--- src/rtl/irq_priority_controller.sv ---
// 8259-style interrupt priority engine: IRR/ISR registers, rotating priority ring,
// two-pulse INTA acknowledge, EOI/AEOI and set-priority commands.
module irq_priority_controller #(
   parameter int NUM_IRQ = 8,
   parameter int ID_W    = $clog2(NUM_IRQ)
) (
   input  logic               clk,
   input  logic               rst_n,
   input  logic [NUM_IRQ-1:0] irq_i,
   input  logic               level_mode_i,
   input  logic [NUM_IRQ-1:0] imr_i,
   input  logic               rotate_on_eoi_i,
   input  logic               aeoi_i,
   input  logic               inta_i,
   input  logic               eoi_valid_i,
   input  logic               eoi_specific_i,
   input  logic [ID_W-1:0]    eoi_level_i,
   input  logic               prio_set_valid_i,
   input  logic [ID_W-1:0]    prio_level_i,
   output logic               int_o,
   output logic               vector_valid_o,
   output logic [ID_W-1:0]    vector_id_o,
   output logic               spurious_o,
   output logic [NUM_IRQ-1:0] isr_o,
   output logic [NUM_IRQ-1:0] irr_o,
   output logic               dbg_state_o
);

   // Handshake: inta_i is a one-cycle pulse per bus cycle; the first pulse latches
   // the winner, the second produces a one-cycle vector_valid_o strobe.
   typedef enum logic {ST_IDLE = 1'b0, ST_ACK1 = 1'b1} state_t;

   state_t               state, state_n;
   logic [NUM_IRQ-1:0]   irr, irr_n, isr, isr_n, irq_prev;
   logic [ID_W-1:0]      lowest_prio, lowest_prio_n;
   logic [ID_W-1:0]      ack_id, ack_id_n;
   logic                 spur_flag, spur_flag_n;
   logic                 int_n, vv_n, sp_n;
   logic [ID_W-1:0]      vid_n;

   logic [NUM_IRQ-1:0]   pending;
   logic                 win_found, top_found, winner_ok;
   logic [ID_W-1:0]      win_id, top_id;
   logic [ID_W:0]        win_rank, top_rank;
   logic [NUM_IRQ-1:0]   ack_set, ack_clr, aeoi_clr, eoi_clr;

   // Channel at ring position k (k = 0 is highest priority).
   function automatic logic [ID_W-1:0] ring_idx(input logic [ID_W-1:0] lp, input int k);
      int s;
      s = int'(lp) + 1 + k;
      if (s >= NUM_IRQ) s = s - NUM_IRQ;
      return ID_W'(s);
   endfunction

   assign pending     = irr & ~imr_i;
   assign irr_o       = irr;
   assign isr_o       = isr;
   assign dbg_state_o = (state == ST_ACK1);

   always_comb begin
      win_found = 1'b0;
      win_id    = '0;
      win_rank  = '0;
      top_found = 1'b0;
      top_id    = '0;
      top_rank  = '0;
      for (int k = 0; k < NUM_IRQ; k++) begin
         if (!win_found && pending[ring_idx(lowest_prio, k)]) begin
            win_found = 1'b1;
            win_id    = ring_idx(lowest_prio, k);
            win_rank  = (ID_W+1)'(k);
         end
         if (!top_found && isr[ring_idx(lowest_prio, k)]) begin
            top_found = 1'b1;
            top_id    = ring_idx(lowest_prio, k);
            top_rank  = (ID_W+1)'(k);
         end
      end
      winner_ok = win_found && (!top_found || (win_rank < top_rank));
   end

   always_comb begin
      state_n       = state;
      ack_id_n      = ack_id;
      spur_flag_n   = spur_flag;
      int_n         = int_o;
      vv_n          = 1'b0;
      vid_n         = vector_id_o;
      sp_n          = 1'b0;
      lowest_prio_n = lowest_prio;
      ack_set       = '0;
      ack_clr       = '0;
      aeoi_clr      = '0;
      eoi_clr       = '0;

      case (state)
         ST_IDLE: begin
            int_n = winner_ok;
            if (inta_i) begin
               state_n = ST_ACK1;
               int_n   = 1'b0;
               if (winner_ok) begin
                  ack_id_n        = win_id;
                  spur_flag_n     = 1'b0;
                  ack_set[win_id] = 1'b1;
                  if (!level_mode_i) ack_clr[win_id] = 1'b1;
               end else begin
                  ack_id_n    = ID_W'(NUM_IRQ - 1);
                  spur_flag_n = 1'b1;
               end
            end
         end
         ST_ACK1: begin
            int_n = 1'b0;
            if (inta_i) begin
               state_n = ST_IDLE;
               vv_n    = 1'b1;
               vid_n   = ack_id;
               sp_n    = spur_flag;
               if (aeoi_i && !spur_flag) begin
                  aeoi_clr[ack_id] = 1'b1;
                  if (rotate_on_eoi_i) lowest_prio_n = ack_id;
               end
            end
         end
         default: state_n = ST_IDLE;
      endcase

      // An explicit EOI rotation takes precedence over AEOI; set-priority beats both.
      if (eoi_valid_i) begin
         if (eoi_specific_i) begin
            if (int'(eoi_level_i) < NUM_IRQ) begin
               eoi_clr[eoi_level_i] = 1'b1;
               if (rotate_on_eoi_i) lowest_prio_n = eoi_level_i;
            end
         end else if (top_found) begin
            eoi_clr[top_id] = 1'b1;
            if (rotate_on_eoi_i) lowest_prio_n = top_id;
         end
      end
      if (prio_set_valid_i && (int'(prio_level_i) < NUM_IRQ))
         lowest_prio_n = prio_level_i;

      irr_n = level_mode_i ? irq_i : ((irr & ~ack_clr) | (irq_i & ~irq_prev));
      isr_n = (isr & ~eoi_clr & ~aeoi_clr) | ack_set;
   end

   always_ff @(posedge clk or negedge rst_n) begin
      if (!rst_n) begin
         state          <= ST_IDLE;
         irr            <= '0;
         isr            <= '0;
         irq_prev       <= '0;
         lowest_prio    <= ID_W'(NUM_IRQ - 1);
         ack_id         <= '0;
         spur_flag      <= 1'b0;
         int_o          <= 1'b0;
         vector_valid_o <= 1'b0;
         vector_id_o    <= '0;
         spurious_o     <= 1'b0;
      end else begin
         state          <= state_n;
         irr            <= irr_n;
         isr            <= isr_n;
         irq_prev       <= irq_i;
         lowest_prio    <= lowest_prio_n;
         ack_id         <= ack_id_n;
         spur_flag      <= spur_flag_n;
         int_o          <= int_n;
         vector_valid_o <= vv_n;
         vector_id_o    <= vid_n;
         spurious_o     <= sp_n;
      end
   end

endmodule

--- config.mk ---
export PLATFORM = sky130hd
export DESIGN_NAME = irq_priority_controller
export DESIGN_NICKNAME = d
export VERILOG_FILES = /design/src/rtl/irq_priority_controller.sv
export SDC_FILE = /design/constraint.sdc
export NUM_CORES = 1
export LEC_CHECK = 0
export CORE_ASPECT_RATIO = 0.6
export CORE_MARGIN = 4
export CORE_UTILIZATION = 45
export DETAILED_ROUTE_END_ITERATION = 8
export GPL_TIMING_DRIVEN = 0
export PLACE_DENSITY = 0.71
export SLEW_MARGIN = 30
export SYNTH_ARGS = -nofsm -noshare
export SYNTH_HDL_FRONTEND = slang
export SYNTH_SLANG_ARGS = --single-unit
export TNS_END_PERCENT = 20
--- constraint.sdc ---
create_clock -name clk -period 6.7 [get_ports clk]
set_input_delay 1.34 -clock clk [delete_from_list [all_inputs] [get_ports clk]]
set_output_delay 1.34 -clock clk [all_outputs]
set_load 0.01 [all_outputs]
==> flow_summary.toml <==
[place]
dp_hpwl_um = 12500
pre_cts_slack_ns = -0.0258
port_buffers = 51
place_congestion = 0.977

[synthesis]
synth_area_um2 = 4470
synth_edf_count = 0
ys_types = 85
yosysSeqAreaShare_pct = 21.4
synth_seq_cells = 38
async_flop_share_pct = 100
avgSynthCellArea_um2 = 8.73
synthCells = 512
synth_fp_nets = 549
synth_flop_cell = "dfrtp_1"
ys_warn_count = 0

[flow_run]
max_cap_violations = 0

[worst_setup_path]
endpoint = "irr_o[0]"
cp_slowest_cell = "nor4_1"
reg2regPathDepth = 20
cp.arrival_ns = 6.29
r2r-end = "irr_o[0]"
crit_path_max_fanout = 15
path_delay_family = "buffers and inverters"
critical_path_class = "reg2reg"
worst-path-stages = 20
cp-startpoint = "lowest_prio[0]"
slowest_delay_ns = 0.65
critPathBufInv = 7
r2r_setup_slack_ns = 0.54
endpoint_kind = "flip-flop"
path_cells = "buf_6 -> buf_8 -> inv_2 -> ha_2 -> buf_2 -> buf_2 -> clkbuf_4 -> clkbuf_4 -> mux4_2 -> mux2i_2 -> nor2b_1 -> a21oi_1 -> o21ai_1 -> ha_1 -> a21oi_1 -> o21ai_0 -> nor4b_2 -> o21ai_1 -> nor4_1 -> o21ai_0"
cp-start-kind = "flip-flop"
required_ns = 6.83
r2r_start = "lowest_prio[0]"

[cts]
cts_root_buf = "clkbuf_16"
clockBufferDepth = 2
worstSkewPairLatency_ns = 0.28
post_cts_buffers = 0
cts_made_buffers = 5
htreeDepth = 2
cts_tree = "yes"
path_clk_slew_ns = 0.06
clock_sinks = 38

[floorplanning]
start_util_pct = 47.4
dieArea_um2 = 11600
die_x_um = 137
ios = 54
rows = 27
die_h_um = 85.2
coreArea_um2 = 9430

[timing]
rsz0062_at_grt = "no"
layout_min_cycle_time_ns = 6.16
hold_viol_final = 0
slew_headroom_pct = 46.7
finalSetupViolCount = 0
fin_crit_sh_pct = 91.9
setup_ws_ns = 0.540
finClkSkew_ns = 0.00558
maxSlewViolCount = 0
holdWs_ns = 0.515
max_freq_mhz = 162
worst_pin_slew_ns = 0.792

[power]
p_per_area_nw_per_um2 = 573
worst_ir_drop_vdd_mv = 0.316
total_power_w = 0.00306
leakage_nw = 2.02

[detailed_routing]
dr.first_iter.drc_count = 873
dr.pass1.iters = 6
routedWlPerCell_um = 22.9
wl_um = 16100
post-route-drc-count = 0
antenna_left = 0
viasPerCell = 6.94
num_vias = 4862

[global_route]
grt_usage_pct = 28.2
grt_overflow = 0
grt_pass1_wl_um = 25600
antenna_found_initial = 0
grt_pass1_vias = 4630
grt_max_degree = 30

[final_layout]
nFillCells = 855
drive_gt1_share_pct = 15.8
nets = 607
multi_input_area_um2 = 3270
area_growth_pct = 19.5
antennaDiodeCount = 0
regArea_um2 = 955

[status]
status = "completed"

[hold_path]
hp-class = "reg2reg"
==> cell type report <==
type                    instances  share of cell area (%)
plain buffers                  38                    3.77
clock buffers                   5                    2.34
clock inverters                 3                   0.843
inverters                      15                    1.05
multi-input cells             420                    61.2
flip-flops and latches         38                    17.9
well taps                     130                    3.05
repair buffers                 52                    9.84
==> Yosys cell counts (all sizes together) (4+ instances only) <==
cell type  instances  share of area [%]
a2111oi            4                1.2
a21o               4               0.67
a21oi             23                2.6
a221oi             4               0.78
a311oi             4               0.78
a31oi              8                1.1
a32o              11                2.5
and2               9                1.3
and3              11                1.5
and4               4               0.78
buf               18                2.7
clkbuf            21                1.8
dfrtp             35                 20
ha                 6                1.7
inv               15                1.3
mux2              16                4.0
mux2i             12                2.8
mux4              24                 12
nand2             40                3.4
nand2b            11                1.5
nand3             10                1.1
nand3b            10                1.7
nand4             10                1.4
nor2              41                3.4
nor2b             11                1.9
nor3              13                1.5
nor3b              9                1.5
nor4               6               0.84
nor4b              4               0.92
o211ai             7                1.3
o21a               4               0.67
o21ai             34                3.8
o22ai              6               0.84
or2                5               0.70
or3b               4               0.84
==> per-stage QoR <==
stage / utilization, % / cells / area, µm² / setup TNS, ns
CTS: 56.6 / 702 / 5330 / 0
global placement: 54.6 / 693 / 5140 / 0
finish: 56.7 / 701 / 5340 / 0
floorplan: - / 512 / 4470 / 0
global route: 56.7 / 701 / 5340 / 0
detailed placement: 54.7 / 694 / 5160 / -0.0258
==> layer usage <==
| layer | vias to the layer above | share of wire, % | track usage (%) |
|---|---|---|---|
| met1 | 2343 | 45 | 43.0 |
| met4 | 0 | 2.1 | 6.68 |
| met2 | 363 | 39 | 37.6 |
| met5 | - | 0 | 0 |
| met3 | 39 | 14 | 9.66 |
| li1 | 2117 | - | - |
==> registers in the layout (all words and copies together) (netlist names), 3 cells and up <==
signal / count
lowest_prio: 3
irr_o: 8
irq_prev: 8
vector_id_o: 3
ack_id: 3
isr_o: 8
==> logic make-up (layout without fill, tap and decap cells) <==
logic type | Yosys count | in the layout | synth area share [%]
AND/OR/NAND/NOR | 214 | 214 | 27.7
buffers and inverters | 54 | 113 | 5.74
adder cells (fa/ha/maj) | 6 | 6 | 1.68
multiplexers | 52 | 52 | 18.9
flip-flops | 38 | 38 | 21.4
AO/OA/AOI/OAI | 141 | 141 | 22.4
XOR/XNOR | 7 | 7 | 2.16
==> worst min path at each step <==
| stage | startpoint | to | slack [ns] | cells after the start |
|---|---|---|---|---|
| finish | vector_id_o[1] | vector_id_o[1] | 0.51 | 1 |
| global route | vector_id_o[2] | vector_id_o[2] | 0.54 | 1 |
| CTS | vector_id_o[2] | vector_id_o[2] | 0.52 | 1 |
| detailed placement | vector_id_o[2] | vector_id_o[2] | 0.50 | 1 |
| global placement | vector_id_o[1] | vector_id_o[1] | 0.50 | 1 |
| floorplan | spur_flag | spur_flag | 0.50 | 1 |
==> power breakdown <==
group          leakage, nW  internal, W  switching, W
Combinational         1.50     0.000960       0.00145
Sequential           0.446     0.000293     0.0000797
Clock               0.0760     0.000175     0.0000978
Total                 2.02      0.00143       0.00163
==> cell usage in the layout, fill, tap and decap left out, types with 13 or more instances in the layout <==
cell and n:
nand2_1 40, a21oi_1 23, dfrtp_1 35, o21ai_0 31, clkbuf_1 21, inv_1 14, nor3_1 13, mux4_2 24
nor2_1 41, mux2_2 16, clkdlybuf4s50_1 50
==> what timing repair did <==
action / CTS / global route
gates cloned: 0 / 0
pin swaps: 0 / 0
gates resized for setup: 1 / 5
endpoints found under the setup margin: 2 / 16
hold endpoints to repair: 0 / 0
hold buffers: 0 / 0
(Power assumes the default switching activity.)
